<file path="src/rtl/dsm_pkg.sv">
// Shared constants, FSM state type and saturating clamp for the second-order
// delta-sigma modulator.
package dsm_pkg;
    localparam int DW      = 12;
    localparam int IW      = 16;
    localparam int MW      = 10;
    localparam int FS      = 1 << (DW - 1);
    localparam int INT_MAX = (1 << (IW - 1)) - 1;
    // int2 + int1_next + FS can reach 2*INT_MAX + FS, which needs two guard bits.
    localparam int SW      = IW + 2;

    typedef enum logic [1:0] {IDLE, RUN, FIN} state_t;

    typedef struct packed {
        logic                 clip;
        logic signed [IW-1:0] val;
    } sat_t;

    // Symmetric clamp to +/-INT_MAX; clip reports that the clamp engaged.
    function automatic sat_t sat(input logic signed [SW-1:0] v);
        sat_t                 r;
        logic signed [SW-1:0] hi;
        logic signed [SW-1:0] lo;
        hi = SW'(INT_MAX);
        lo = -hi;
        r.clip = 1'b0;
        r.val  = v[IW-1:0];
        if (v > hi) begin
            r.clip = 1'b1;
            r.val  = hi[IW-1:0];
        end else if (v < lo) begin
            r.clip = 1'b1;
            r.val  = lo[IW-1:0];
        end
        return r;
    endfunction
endpackage

</file>
<file path="src/rtl/dsm2_mod_rst_sync.sv">
// Two-flop reset synchronizer: asserts asynchronously, releases on the second
// clk edge after rstb_raw rises.
module rst_sync (
    input  logic clk,
    input  logic rstb_raw,
    output logic rstb
);
    logic meta;

    always_ff @(posedge clk or negedge rstb_raw) begin
        if (!rstb_raw) begin
            meta <= 1'b0;
            rstb <= 1'b0;
        end else begin
            meta <= 1'b1;
            rstb <= meta;
        end
    end
endmodule

</file>
<file path="src/rtl/dsm2_mod.sv">
// Second-order delta-sigma modulator: turns one held sample into 2*M+1
// bitstream bits per start, with saturating integrators and a sticky ovf.
module dsm2_mod
    import dsm_pkg::*;
(
    input  logic          clk,
    input  logic          rstb_raw,
    input  logic          start,
    input  logic [MW-1:0] M_in,
    input  logic [DW-1:0] x_in,
    output logic          bit_out,
    output logic          bit_valid,
    output logic          busy,
    output logic          done,
    output logic          ovf
);
    logic rstb;

    rst_sync u_rst_sync (
        .clk      (clk),
        .rstb_raw (rstb_raw),
        .rstb     (rstb)
    );

    state_t               state;
    logic signed [DW-1:0] x_r;
    logic        [MW-1:0] m_r;
    logic        [MW:0]   cnt;
    logic signed [IW-1:0] int1;
    logic signed [IW-1:0] int2;

    logic                 q;
    logic signed [SW-1:0] fb;
    logic signed [SW-1:0] sum1;
    logic signed [SW-1:0] sum2;
    sat_t                 s1;
    sat_t                 s2;

    // int2 integrates the already-updated int1, so both stages settle in one cycle.
    always_comb begin
        q    = ~int2[IW-1];
        fb   = q ? SW'(FS) : -SW'(FS);
        sum1 = SW'(int1) + SW'(x_r) - fb;
        s1   = sat(sum1);
        sum2 = SW'(int2) + SW'($signed(s1.val)) - fb;
        s2   = sat(sum2);
    end

    always_ff @(posedge clk or negedge rstb) begin
        if (!rstb) begin
            state     <= IDLE;
            x_r       <= '0;
            m_r       <= '0;
            cnt       <= '0;
            int1      <= '0;
            int2      <= '0;
            bit_out   <= 1'b0;
            bit_valid <= 1'b0;
            busy      <= 1'b0;
            done      <= 1'b0;
            ovf       <= 1'b0;
        end else begin
            case (state)
                IDLE: if (start) begin
                    x_r  <= x_in;
                    m_r  <= M_in;
                    cnt  <= '0;
                    int1 <= '0;
                    int2 <= '0;
                    ovf  <= 1'b0;
                    done <= 1'b0;
                    if (M_in == '0) begin
                        state <= FIN;
                    end else begin
                        state <= RUN;
                        busy  <= 1'b1;
                    end
                end
                RUN: begin
                    int1      <= s1.val;
                    int2      <= s2.val;
                    ovf       <= ovf | s1.clip | s2.clip;
                    bit_out   <= q;
                    bit_valid <= 1'b1;
                    cnt       <= cnt + 1'b1;
                    if (cnt == {m_r, 1'b0})
                        state <= FIN;
                end
                FIN: begin
                    bit_valid <= 1'b0;
                    bit_out   <= 1'b0;
                    busy      <= 1'b0;
                    done      <= 1'b1;
                    state     <= IDLE;
                end
                default: state <= IDLE;
            endcase
        end
    end
endmodule

</file>
<file path="config.mk">
export PLATFORM = sky130hd
export DESIGN_NAME = dsm2_mod
export DESIGN_NICKNAME = d
export VERILOG_FILES = /design/src/rtl/dsm_pkg.sv /design/src/rtl/dsm2_mod_rst_sync.sv /design/src/rtl/dsm2_mod.sv
export SDC_FILE = /design/constraint.sdc
export NUM_CORES = 1
export LEC_CHECK = 0
export BUFFER_PORTS_ARGS = -buffer_cell sky130_fd_sc_hd__buf_2
export CAP_MARGIN = 15
export CORE_ASPECT_RATIO = 1.2
export CORE_UTILIZATION = 40
export CTS_CLUSTER_DIAMETER = 150
export DETAILED_ROUTE_END_ITERATION = 8
export PLACE_DENSITY = 0.65
export SYNTH_ARGS = -nofsm -noshare
export SYNTH_HDL_FRONTEND = slang
export SYNTH_HIERARCHICAL = 1
export SYNTH_SLANG_ARGS = --single-unit
</file>
<file path="constraint.sdc">
create_clock -name clk -period 6.3 [get_ports clk]
set_clock_uncertainty 0.15 [all_clocks]
set_input_delay 1.26 -clock clk [delete_from_list [all_inputs] [get_ports clk]]
set_output_delay 1.26 -clock clk [all_outputs]
set_load 0.05 [all_outputs]
</file>
**Word-level counts from Yosys, hierarchy flattened**

Index checks and enable logic that the tools add are counted.

- Register bits: 74
- Bits in latches: 0
- Bits in writable memories: 0
- Memory bits (read-only): 0
- Input bits: 25
- Output and inout port bits: 5
- Word-level logic and storage cells: 63
- Memories: 0

- Add/subtract/negate cells: 5
- $mul: 0
- Divide/modulo/power cells: 0
- Magnitude comparators: 4
- Eq/ne operators: 6
- Shift-type cells: 0
- Muxes and demuxes: 22
- Bitwise operators: 3
- Reduce and logical (&&, ||, !) cells: 10

Operators with widths:

| kind | number |
|---|---|
| 17-bit two-way mux | 4 |
| 16-bit one-hot mux with 2 select lines | 2 |
| 18-bit by 16-bit > comparator with 1-bit output, second input constant | 2 |
| 18-bit by 16-bit < comparator with 1-bit output, second input constant | 2 |
| 17-bit by 18-bit subtractor with 18-bit output | 2 |
| 11-bit one-hot mux with 2 select lines | 1 |
| 18-bit two-way mux | 1 |
| 16-bit by 12-bit adder with 17-bit output | 1 |
| 16-bit by 16-bit adder with 17-bit output | 1 |
| 16-bit two-way mux | 1 |
| 11-bit by 1-bit adder with 11-bit output, second input constant | 1 |
| 11-bit == test | 1 |
| 11-bit two-way mux | 1 |
| 10-bit logical NOT | 1 |
| 1-bit one-hot mux with 2 select lines | 5 |
| 2-bit AND reduction | 4 |
| 2-bit two-way mux | 3 |
| 2-bit != test, second input constant | 3 |
| 2-bit nonzero test | 3 |
| 2-bit one-hot mux with 2 select lines | 1 |
| 1-bit two-way mux | 3 |
| 3-bit AND reduction | 1 |
| 2-bit by 1-bit == test with 1-bit output, second input constant | 1 |
| 2-bit == test, second input constant | 1 |
| other kinds (3) | 4 |

**Longest topological paths before layout**

Gate-level depths: netlist of the first run.

- Word-level depth: 12
- Depth in mapped cells: 28

**Cells and area by module**

Netlist of the first run, hierarchy kept.

By module, submodules not included:

| module | instances | cells an instance | area an instance (um^2) | sequential area each (um^2) |
|---|---|---|---|---|
| dsm2_mod | 1 | 652 | 5771.8 | 1801.7 |
| rst_sync | 1 | 3 | 53.8 | 50.0 |

**Worst setup path after synthesis of the first run**

OpenSTA, ideal clock, no wires.

- Path kind: register -> register
- Start: reg int2[15]
- End: reg int2[1]
- Setup time: 0.132 ns
- Arrival time: 5.498 ns
- Slack: 0.520 ns
- Stages on the path, launching flop included: 26
- Period minus slack after synthesis: 5.780 ns
- Path through: dfrtp_1 -> inv_1 -> fa_1 -> ha_1 -> a21o_1 -> a21oi_1 -> o221ai_1 -> a21oi_1 -> xnor2_1 -> a31oi_1 -> a21oi_1 -> buf_2 -> a31oi_1 -> ha_1 -> inv_1 -> ha_1 -> buf_2 -> a2111oi_0 -> nor3_1 -> a2111oi_0 -> nor3_1 -> xor2_2 -> nor3_2 -> a311oi_4 -> nor2_4 -> o22ai_2

- Longest elaborated chain between the ends: 11

Ends and longest elaborated chain:

| what | RTL line | RTL |
|---|---|---|
| from (decl) | dsm2_mod.sv:30 | `logic signed [IW-1:0] int2;` |
| from (signal assigned) | dsm2_mod.sv:81 | `int2 <= s2.val;` |
| 18-bit two-way mux | dsm2_mod.sv:42 | `fb = q ? SW'(FS) : -SW'(FS);` |
| 17-bit by 18-bit subtractor with 18-bit output | dsm2_mod.sv:43 | `sum1 = SW'(int1) + SW'(x_r) - fb;` |
| 18-bit by 16-bit < comparator with 1-bit output | dsm_pkg.sv:31 | `end else if (v < lo) begin` |
| 17-bit two-way mux | dsm_pkg.sv:31 |  |
| 17-bit two-way mux | dsm_pkg.sv:28 | `if (v > hi) begin` |
| 16-bit by 16-bit adder with 17-bit output | dsm2_mod.sv:45 | `sum2 = SW'(int2) + SW'($signed(s1.val)) - fb;` |
| 17-bit by 18-bit subtractor with 18-bit output * | dsm2_mod.sv:45 |  |
| 18-bit by 16-bit < comparator with 1-bit output | dsm_pkg.sv:31 |  |
| 17-bit two-way mux | dsm_pkg.sv:31 |  |
| 17-bit two-way mux * | dsm_pkg.sv:28 |  |
| 16-bit one-hot mux with 2 select lines * | dsm2_mod.sv:63 | `case (state)` |

Every way passes the cells marked *; elsewhere a longest branch is shown, timed or not.
A chain may end at the register's enable or synchronous reset.

**Final worst setup path of the first run**

- Start: reg x_r[3]
- End: reg int2[12]

- Longest elaborated chain between the ends: 11

Ends and longest elaborated chain:

| what | RTL line | RTL |
|---|---|---|
| from (decl) | dsm2_mod.sv:26 | `logic signed [DW-1:0] x_r;` |
| from (signal assigned) | dsm2_mod.sv:65 | `x_r <= x_in;` |
| 16-bit by 12-bit adder with 17-bit output * | dsm2_mod.sv:43 |  |
| 17-bit by 18-bit subtractor with 18-bit output * | dsm2_mod.sv:43 |  |
| 18-bit by 16-bit < comparator with 1-bit output | dsm_pkg.sv:31 |  |
| 17-bit two-way mux | dsm_pkg.sv:31 |  |
| 17-bit two-way mux * | dsm_pkg.sv:28 |  |
| 16-bit by 16-bit adder with 17-bit output * | dsm2_mod.sv:45 |  |
| 17-bit by 18-bit subtractor with 18-bit output * | dsm2_mod.sv:45 |  |
| 18-bit by 16-bit < comparator with 1-bit output | dsm_pkg.sv:31 |  |
| 17-bit two-way mux | dsm_pkg.sv:31 |  |
| 17-bit two-way mux * | dsm_pkg.sv:28 |  |
| 16-bit one-hot mux with 2 select lines * | dsm2_mod.sv:63 |  |

Marks and branches as above.

==> results.cfg, run 1 <==
[floorplanning]
row_count = 47
ios = 30
fp.coreArea_um2 = 14000
die_x_um = 112
die_y_um = 134
die-area_um2 = 15100
initial_core_util_pct = 41.6

[place]
hpwl_um = 11000
placedCellCount = 856
gp_congestion = 0.915
io_buffers = 29

[worst_setup_path]
crit_fanout = 13
timing.rr.end = int2[12]$_DFFE_PN0P_
path_common_cell = ha_1
critical-path-top-delay-family = compound AO/OA/AOI/OAI gates
ff2ff_path_depth = 26
cp_slowest_cell = a2111oi_2
r2r_setup_slack_ps = 250
critPathMaxStageDelay_ps = 440
timing_worst_setup_path_type = reg -> reg
required_ps = 6370
endpoint_kind = register
cp.arrival_ps = 6120
r2r_start = x_r[3]$_DFFE_PN0P_
critPathBufInv = 5
start_kind = register

[yosys]
syn_inst = 655
synth_fa_ha_area_share_pct = 15.1
synth_nets = 746
synth_edf_count = 0
synth_top_cell_area_share_pct = 31.8
muxShareOfSynthArea_pct = 4.79
synth_warnings = 6
synth_compound_area_share_pct = 21.0
synth_top_family_by_area = compound AO/OA/AOI/OAI gates
synthDistinctLibCells = 70
netlist.top_cell.by_area = dfrtp_1
synthFlopType = dfrtp_1
yosys-top-cells-area = dfrtp_1, ha_1, inv_1
ys_ff_latch = 74
yosysSeqAreaShare_pct = 31.8
yosys.area_share.simple_pct = 12.8
synthArstFlopShare_pct = 100
synth_area_um2 = 5830
syn_avg_cell_area_um2 = 8.89
synth_xor_area_share_pct = 6.29

[timing]
worstMarginPinSlew_ps = 1070
final_max_slew_viol_count = 0
setup-violations-final = 0
final_hold_viol_count = 0
relSlewSlack_pct = 28.6
period_needed_ps = 6050
fmax_ghz = 0.165
post-route-period-util_pct = 96.0

[pwr]
switchingPower_mw = 0.222
power_leakage_nw = 3.52
p_int_mw = 0.831
seq_power_share_pct = 45.2
irDropWorstVdd_mv = 0.118
p_sw_share_pct = 21.1
power_density_nw_per_um2 = 156
p_comb_share_pct = 1.8
p_clk_share_pct = 52.9

[outcome]
failed_checks = design-rule violations
status = finished with violations

[cts]
clk_latency_ps = 340
cts_tree = done
cts.clk_slew.worst_paths_ps = 60
clockBufferDepth = 2
clockRootBuffer = clkbuf_16
cts_buffers = 9
htreeDepth = 3
cts.sinks = 74

[grt]
grt_pass1_wl_um = 24000
antenna_found_initial = 0
use_met3_pct = 3.84
met2_usage_pct = 35.5
top_usage_layer = met2
grtUsageMet1_pct = 24.7
grt_pass1_vias = 4914
grt_overflow = 0
grt_max_degree = 73
grt_usage_pct = 20.2

[layout]
area.growth.synth_to_final_pct = 16.2
fillers = 1351
nets = 793
n_antenna_cell = 0
final_cells = 878
fin_util_pct = 48.3
drive_above_1_share_pct = 19.5

[worst_hold_path]
hp-class = reg -> reg
whs_path_depth = 0
worstHoldStart = u_rst_sync/meta$_DFF_PN0_
holdPathEnd = u_rst_sync/rstb$_DFF_PN0_

[job]
cap_violations = 0

[detailed_routing]
drt-pass1-iter-count = 6
ant_nets = 0
vias_per_cell = 5.52
drc_errors = 4
drtIter0Drc = 223
wl_per_cell_um = 16.6
vias = 4849
wl_um = 14500
==> worst max-delay path by stage <==
stage / start / end / slack (ps) / cells after the start
floorplan: int2[15]$_DFFE_PN0P_ / int2[1]$_DFFE_PN0P_ / 520 / 25
detailed placement: x_r[11]$_DFFE_PN0P_ / int2[9]$_DFFE_PN0P_ / 9 / 24
finish: x_r[3]$_DFFE_PN0P_ / int2[12]$_DFFE_PN0P_ / 250 / 26
global placement: x_r[7]$_DFFE_PN0P_ / int2[9]$_DFFE_PN0P_ / 110 / 24
global route: x_r[8]$_DFFE_PN0P_ / int2[2]$_DFFE_PN0P_ / -10 / 27
CTS: x_r[11]$_DFFE_PN0P_ / int2[9]$_DFFE_PN0P_ / 5 / 24
==> sequential cells by signal (all words and copies together), names as in the netlist <==
| name | count |
|---|---|
| int1 | 16 |
| int2 | 16 |
| x_r | 12 |
| cnt | 11 |
| m_r | 10 |
| state | 2 |
| bit_out | 1 |
| bit_valid | 1 |
| busy | 1 |
| done | 1 |
| ovf | 1 |
| u_rst_sync/meta | 1 |
| u_rst_sync/rstb | 1 |
==> metal layers <==
layer,up-vias,share of wire (%)
li1,2389,-
met1,2360,45
met2,70,50
met3,30,3.1
met4,0,2.2
met5,-,0
==> final cells by class <==
| type | instances | area [um2] | share of cell area [%] |
|---|---|---|---|
| sequential | 74 | 1850 | 27.4 |
| clock inverter | 6 | 90.1 | 1.33 |
| inverter | 106 | 398 | 5.88 |
| clock buffer | 10 | 229 | 3.38 |
| timing repair buffer | 54 | 333 | 4.92 |
| multi-input combinational | 457 | 3650 | 53.9 |
| tap | 171 | 214 | 3.16 |
==> stage by stage <==
stage / setup TNS [ps] / hold WS, ps / setup WS (ps) / power (mW) / cell area (um2)
finish: 0 / 212 / 253 / 1.05 / 6770
global route: -21.8 / 222 / -14.6 / 1.09 / 6770
CTS: 0 / 217 / 5.20 / 1.07 / 6570
detailed placement: 0 / 196 / 9.42 / 0.505 / 6250
global placement: 0 / 187 / 107 / 0.505 / 6250
floorplan: 0 / 181 / 520 / 0.493 / 5830
==> power by group through the flow <==
stage                     sequential [mW]  clock [mW]  combinational (mW)
after floorplan                     0.491           0             0.00171
after global placement              0.485           0              0.0198
after detailed placement            0.485           0              0.0203
after CTS                           0.476       0.571              0.0205
after global routing                0.476       0.591              0.0224
final                               0.476       0.558              0.0194
==> timing repair <==
action                     CTS  global route
setup endpoints to repair    9            16
resized for setup            2            34
hold buffers                 0             0
setup buffers                0             6
pin swaps                    0             7
==> logic make-up (layout without fill, tap and decap cells) <==
kind of cell,count (synthesis),in the layout
AO/OA/AOI/OAI,180,180
XOR/XNOR,41,41
adder cells (fa/ha/maj),66,66
buffers and inverters,124,176
flip-flops,74,74
multiplexers,25,25
other,1,1
AND/OR/NAND/NOR,144,144
==> synth_stat cells (all sizes together), types with 3 or more instances <==
library cell  instances
nand3                21
xor2                 23
and3                  5
inv                 106
a311oi                3
o211ai                6
or3                   4
clkbuf               13
a211oi                5
a21oi                50
nor2                 35
nand2b                7
and2                  7
o21ai                38
a22o                  4
a31oi                 7
nor3                 11
nand2                34
fa                    7
a21o                 17
buf                   5
o21a                  6
nand4                 5
dfrtp                74
nor4                  3
mux2                 23
o22ai                 7
ha                   59
o211a                 4
a2111oi               6
xnor2                18
or4                   3
o221ai                9
==> cell usage in the layout, fill, tap and decap left out, types with 14 or more instances in the layout <==
master	netlist	final
o21ai_1	20	18
buf_2	4	29
mux2_2	23	23
nand3_1	19	19
xor2_1	22	21
a21oi_1	49	45
nor2_1	34	32
nand2_1	33	33
buf_4	0	25
inv_1	106	106
xnor2_1	18	16
o21ai_0	15	14
a21o_1	17	17
dfrtp_1	74	73
ha_1	59	58
Power figures use the tool's default switching activity.
==> run 2: changes to the inputs <==
Clock period 6.3 ns to 6.19 ns, I/O delays scaled along.
==> run 2 against run 1 <==
Effect of this change:
- utilization is 0.75 points higher
- the run still ends with design-rule violations left
- routed wire length decreased by 2.6%
- final area is 1.6% higher
- register-to-register slack worse by 60 ps
- global-route usage fell by 0.98 points
- cell count up 0.34%
- first-iteration DRC count is 16% higher
- highest routed layer unchanged
==> results.cfg, run 2 (synthesized netlist as in run 1, its figures left out) <==
[layout]
top_regs = int1 x16, int2 x16, x_r x12
final_cells = 881
layout_commonest_cell = inv_1
fin_util_pct = 49.1
n_antenna_cell = 0
area.growth.synth_to_final_pct = 18.0
nets = 796
final_cell_mix = inv_1, dfrtp_1, ha_1, a21oi_1, nand2_1
drive_above_1_share_pct = 20.6

[worst_setup_path]
timing_worst_setup_path_type = reg -> reg
cp.arrival_ps = 6030
critPathMaxStageDelay_ps = 460
cp_slowest_cell = a2111o_1
endpoint_kind = register
start_kind = register
crit_fanout = 8
critical-path-top-delay-family = compound AO/OA/AOI/OAI gates
required_ps = 6230
path_common_cell = ha_1
critPathBufInv = 5

[detailed_routing]
wl_um = 14200
drt-pass1-iter-count = 7
drc_errors = 4
vias = 4856
wl_per_cell_um = 16.1
ant_nets = 0
drtIter0Drc = 258
vias_per_cell = 5.51

[place]
io_buffers = 29
dp_slack_ps = -118
hpwl_um = 10600
gp_congestion = 0.942
placedCellCount = 856

[timing]
relSlewSlack_pct = 29.1
finalWorstSetupSlack_ps = 192
setup_tns_ps = 0
final_hold_viol_count = 0
fin_hold_ws_ps = 204
final_max_slew_viol_count = 0
period_needed_ps = 6000
fmax_ghz = 0.167
post-route-period-util_pct = 96.9
worstMarginPinSlew_ps = 1060
setup-violations-final = 0

[outcome]
failed_checks = design-rule violations
status = finished with violations

[grt]
grt_pass1_vias = 4801
grt_overflow = 0
grt_max_degree = 73
grt_pass1_wl_um = 23200
grt_usage_pct = 19.3
antenna_found_initial = 0

[cts]
cts_hold_buf = 0
cts_buffers = 9
clk_latency_ps = 340
cts_tree = done
clockRootBuffer = clkbuf_16
htreeDepth = 3
cts.clk_slew.worst_paths_ps = 60
cts.sinks = 74
clockBufferDepth = 2

[pwr]
power_leakage_nw = 3.54
power_density_nw_per_um2 = 155
irDropWorstVdd_mv = 0.116

[floorplanning]
ios = 30
die-area_um2 = 15100
die_x_um = 112
die_y_um = 134
row_count = 47
initial_core_util_pct = 41.6
fp.coreArea_um2 = 14000

[job]
cap_violations = 0

[worst_hold_path]
hp-class = reg -> reg
-- run 2: changes by cell type in the layout (fill, tap and decap cells not counted), moves of 2 or more --
cell	change
a2111oi_2	-3
a2111oi_4	+3
nor3_1	-3
nor3_2	+3
a211oi_1	+2
a211oi_2	-2
a31oi_1	-2
dfrtp_1	-2
dfrtp_2	+2
-- run 2: where the power goes --
part           leakage [nW]  switching, mW  internal [mW]  total [mW]
Sequential            0.938       0.000159          0.484       0.485
Clock                 0.153          0.209          0.354       0.563
Combinational          2.45         0.0130        0.00675      0.0197
Total                  3.54          0.222          0.846        1.07
-- run 2: layout make-up --
class                           count  area [um2]
Inverter                          106         398
Sequential cell                    74        1860
Timing Repair Buffer               57         372
Clock inverter                      6        90.1
Fill cell                        1294        7120
Multi-Input combinational cell    457        3710
Tap cell                          171         214
Clock buffer                       10         229
-- run 2: layer usage --
| metal | global-route usage (%) | vias up | part of all wire (%) |
|---|---|---|---|
| li1 | - | 2393 | - |
| met3 | 2.26 | 22 | 3.1 |
| met5 | 0 | - | 0 |
| met1 | 24.1 | 2333 | 44 |
| met4 | 8.15 | 0 | 2.0 |
| met2 | 33.5 | 108 | 51 |
-- run 2: metrics by stage --
| stage | power, mW | cell area [um2] |
|---|---|---|
| after global placement | 0.514 | 6250 |
| after detailed placement | 0.514 | 6250 |
| after global routing | 1.10 | 6870 |
| final | 1.07 | 6870 |
| after floorplan | 0.502 | 5830 |
| after CTS | 1.08 | 6580 |
-- run 2: worst paths after layout --
check	start	endpoint	slack, ps	cells after the start
hold / removal	u_rst_sync/meta$_DFF_PN0_	u_rst_sync/rstb$_DFF_PN0_	200	0
min in group asynchronous	u_rst_sync/rstb$_DFF_PN0_	bit_out$_DFFE_PN0P_	330	1
setup / recovery	x_r[3]$_DFFE_PN0P_	int2[1]$_DFFE_PN0P_	190	26
max in group asynchronous	u_rst_sync/rstb$_DFF_PN0_	int2[15]$_DFFE_PN0P_	4920	1
setup reg to reg	x_r[3]$_DFFE_PN0P_	int2[1]$_DFFE_PN0P_	190	26
hold reg to reg	u_rst_sync/meta$_DFF_PN0_	u_rst_sync/rstb$_DFF_PN0_	200	0
-- run 2: what timing repair did --
| action | in CTS | in global routing |
|---|---|---|
| resized for setup | 3 | 43 |
| setup buffers | 0 | 8 |
| endpoints found under the setup margin | 14 | 16 |
| cloned | 0 | 1 |
| endpoints found under the hold margin | 0 | 0 |
| pin swaps | 2 | 14 |
-- run 2: worst register-to-register path: cells and delay by family, from the launching register on --
family	cells	cell delay [ps]
DFF	1	340
AOI/OAI and AO/OA	11	2260
and+or+nand+nor	6	1480
adders and majority gates	4	1140
buffers and inverters	5	490
==> run 3: changes to the inputs <==
Settings changed: PLACE_DENSITY 0.65 to unset.
==> run 3 against run 2 <==
Effect of this change:
- the flow still finishes with violations (design-rule violations)
- total power decreased by 6.9%
- combinational power barely moved
- worst setup slack better by 54 ps
- critical path depth did not move
- critical path type unchanged
- global-route usage up 0.14 points
- die area unchanged
- critical endpoint is now int2[6]$_DFFE_PN0P_
==> results.cfg, run 3 (synthesized netlist as in run 1, its figures left out) <==
[layout]
top_regs = int1 x16, int2 x16, x_r x12
area.growth.synth_to_final_pct = 17.3
fin_area_um2 = 6840
layout_commonest_cell = inv_1
fin_util_pct = 48.8
drive_above_1_share_pct = 21.2
n_antenna_cell = 0
nets = 802
final_cell_mix = inv_1, dfrtp_1, ha_1, a21oi_1
final_cells = 887
fillers = 1328

[worst_setup_path]
crit_fanout = 13
endpoint_kind = register
critPathMaxStageDelay_ps = 470
timing.rr.end = int2[6]$_DFFE_PN0P_
ff2ff_path_depth = 26
critPathBufInv = 5
timing_worst_setup_path_type = reg -> reg
required_ps = 6310
cp_slowest_cell = a2111o_1
cp.arrival_ps = 6070
start_kind = register
r2r_setup_slack_ps = 250
path_common_cell = ha_1
critical-path-top-delay-family = compound AO/OA/AOI/OAI gates
r2r_start = x_r[1]$_DFFE_PN0P_

[cts]
cts_buffers = 9
cts_tree = done
cts.sinks = 74
clk_latency_ps = 340
cts.clk_slew.worst_paths_ps = 60
clockRootBuffer = clkbuf_16
htreeDepth = 3
clockBufferDepth = 2

[place]
io_buffers = 29
hpwl_um = 10900
gp_congestion = 0.941
dp_slack_ps = 71.1
placedCellCount = 868
placed_area_um2 = 6340

[timing]
final_hold_viol_count = 0
setup_tns_ps = 0
setup-violations-final = 0
finalWorstSetupSlack_ps = 247
fmax_ghz = 0.168
period_needed_ps = 5940
fin_hold_ws_ps = 210
final_max_slew_viol_count = 0
post-route-period-util_pct = 96.0
relSlewSlack_pct = 28.5
worstMarginPinSlew_ps = 1070

[floorplanning]
die_x_um = 112
initial_core_util_pct = 41.6
die-area_um2 = 15100
fp.coreArea_um2 = 14000
row_count = 47
ios = 30
die_y_um = 134

[pwr]
p_sw_share_pct = 23.0
p_comb_share_pct = 2.0
p_clk_share_pct = 49.3
fin_total_pwr_mw = 0.994
switchingPower_mw = 0.229
power_leakage_nw = 3.55
irDropWorstVdd_mv = 0.120
power_density_nw_per_um2 = 145
seq_power_share_pct = 48.8
p_int_mw = 0.765

[grt]
antenna_found_initial = 0
grt_usage_pct = 19.4
grt_max_degree = 73
grt_pass1_wl_um = 23200
grt_overflow = 0
grt_pass1_vias = 4757

[job]
cap_violations = 0

[outcome]
failed_checks = design-rule violations
status = finished with violations

[worst_hold_path]
hp-class = reg -> reg
holdPathEnd = u_rst_sync/rstb$_DFF_PN0_
worstHoldStart = u_rst_sync/meta$_DFF_PN0_
whs_path_depth = 0

[detailed_routing]
vias_per_cell = 5.46
drc_errors = 4
drtIter0Drc = 221
wl_um = 14200
ant_nets = 0
drt-pass1-iter-count = 7
vias = 4845
wl_per_cell_um = 16.0
==> run 3: what timing repair did <==
action                                  in CTS  in global routing
buffers inserted                             0                  3
gates resized for setup                      0                 41
endpoints found under the setup margin       0                 16
hold buffers                                 0                  0
==> run 3: worst max path at each step <==
stage	cells past startpoint	start	slack, ps	end
floorplan	25	int2[15]$_DFFE_PN0P_	410	int2[1]$_DFFE_PN0P_
global placement	24	int2[15]$_DFFE_PN0P_	90	int2[7]$_DFFE_PN0P_
detailed placement	25	x_r[11]$_DFFE_PN0P_	70	int2[5]$_DFFE_PN0P_
CTS	25	x_r[11]$_DFFE_PN0P_	2	int2[5]$_DFFE_PN0P_
global route	26	x_r[11]$_DFFE_PN0P_	-30	int2[6]$_DFFE_PN0P_
finish	26	x_r[1]$_DFFE_PN0P_	250	int2[6]$_DFFE_PN0P_
==> run 3: power by group through the flow <==
stage          logic [mW]  registers, mW  clock network (mW)
2_1_floorplan     0.00174          0.500                   0
3_3_place_gp       0.0202          0.493                   0
3_5_place_dp       0.0208          0.493                   0
4_1_cts            0.0208          0.484               0.500
5_1_grt            0.0230          0.484               0.520
6_report           0.0196          0.485               0.490
==> run 3: worst register-to-register path: stages, from the launching register on <==
cell and delay [ps]:
dfrtp_1 350, inv_1 50, ha_1 300, ha_1 230, nand2b_1 180, a211oi_2 310
o211ai_1 140, buf_4 170, a211oi_1 360, o221ai_2 190, and2_1 200, o21a_2 300
a31oi_1 210, ha_1 150, inv_1 40, ha_1 230, buf_4 170, a21o_1 160
or3_1 330, o211a_1 290, a2111o_1 470, nand3_2 110, nand2_2 80, a311oi_4 350
buf_4 210, o21ai_1 80, nand2_1 80
==> run 3: layout make-up <==
class	count	area, um2	share of cell area, %
inverter	106	398	5.82
timing repair buffer	63	404	5.91
clock buffer	9	225	3.29
sequential	74	1850	27.1
multi-input combinational	457	3690	53.9
clock inverter	7	52.6	0.769
tap	171	214	3.13
==> run 3: metal layers <==
layer / routed length, um / share of wire [%] / GRT usage (%) / vias to the layer above
met5: 0 / 0 / 0 / -
met4: 278 / 2.0 / 6.52 / 0
met3: 462 / 3.3 / 2.80 / 21
met2: 7310 / 52 / 34.7 / 84
met1: 6140 / 43 / 23.8 / 2338
li1: - / - / - / 2402
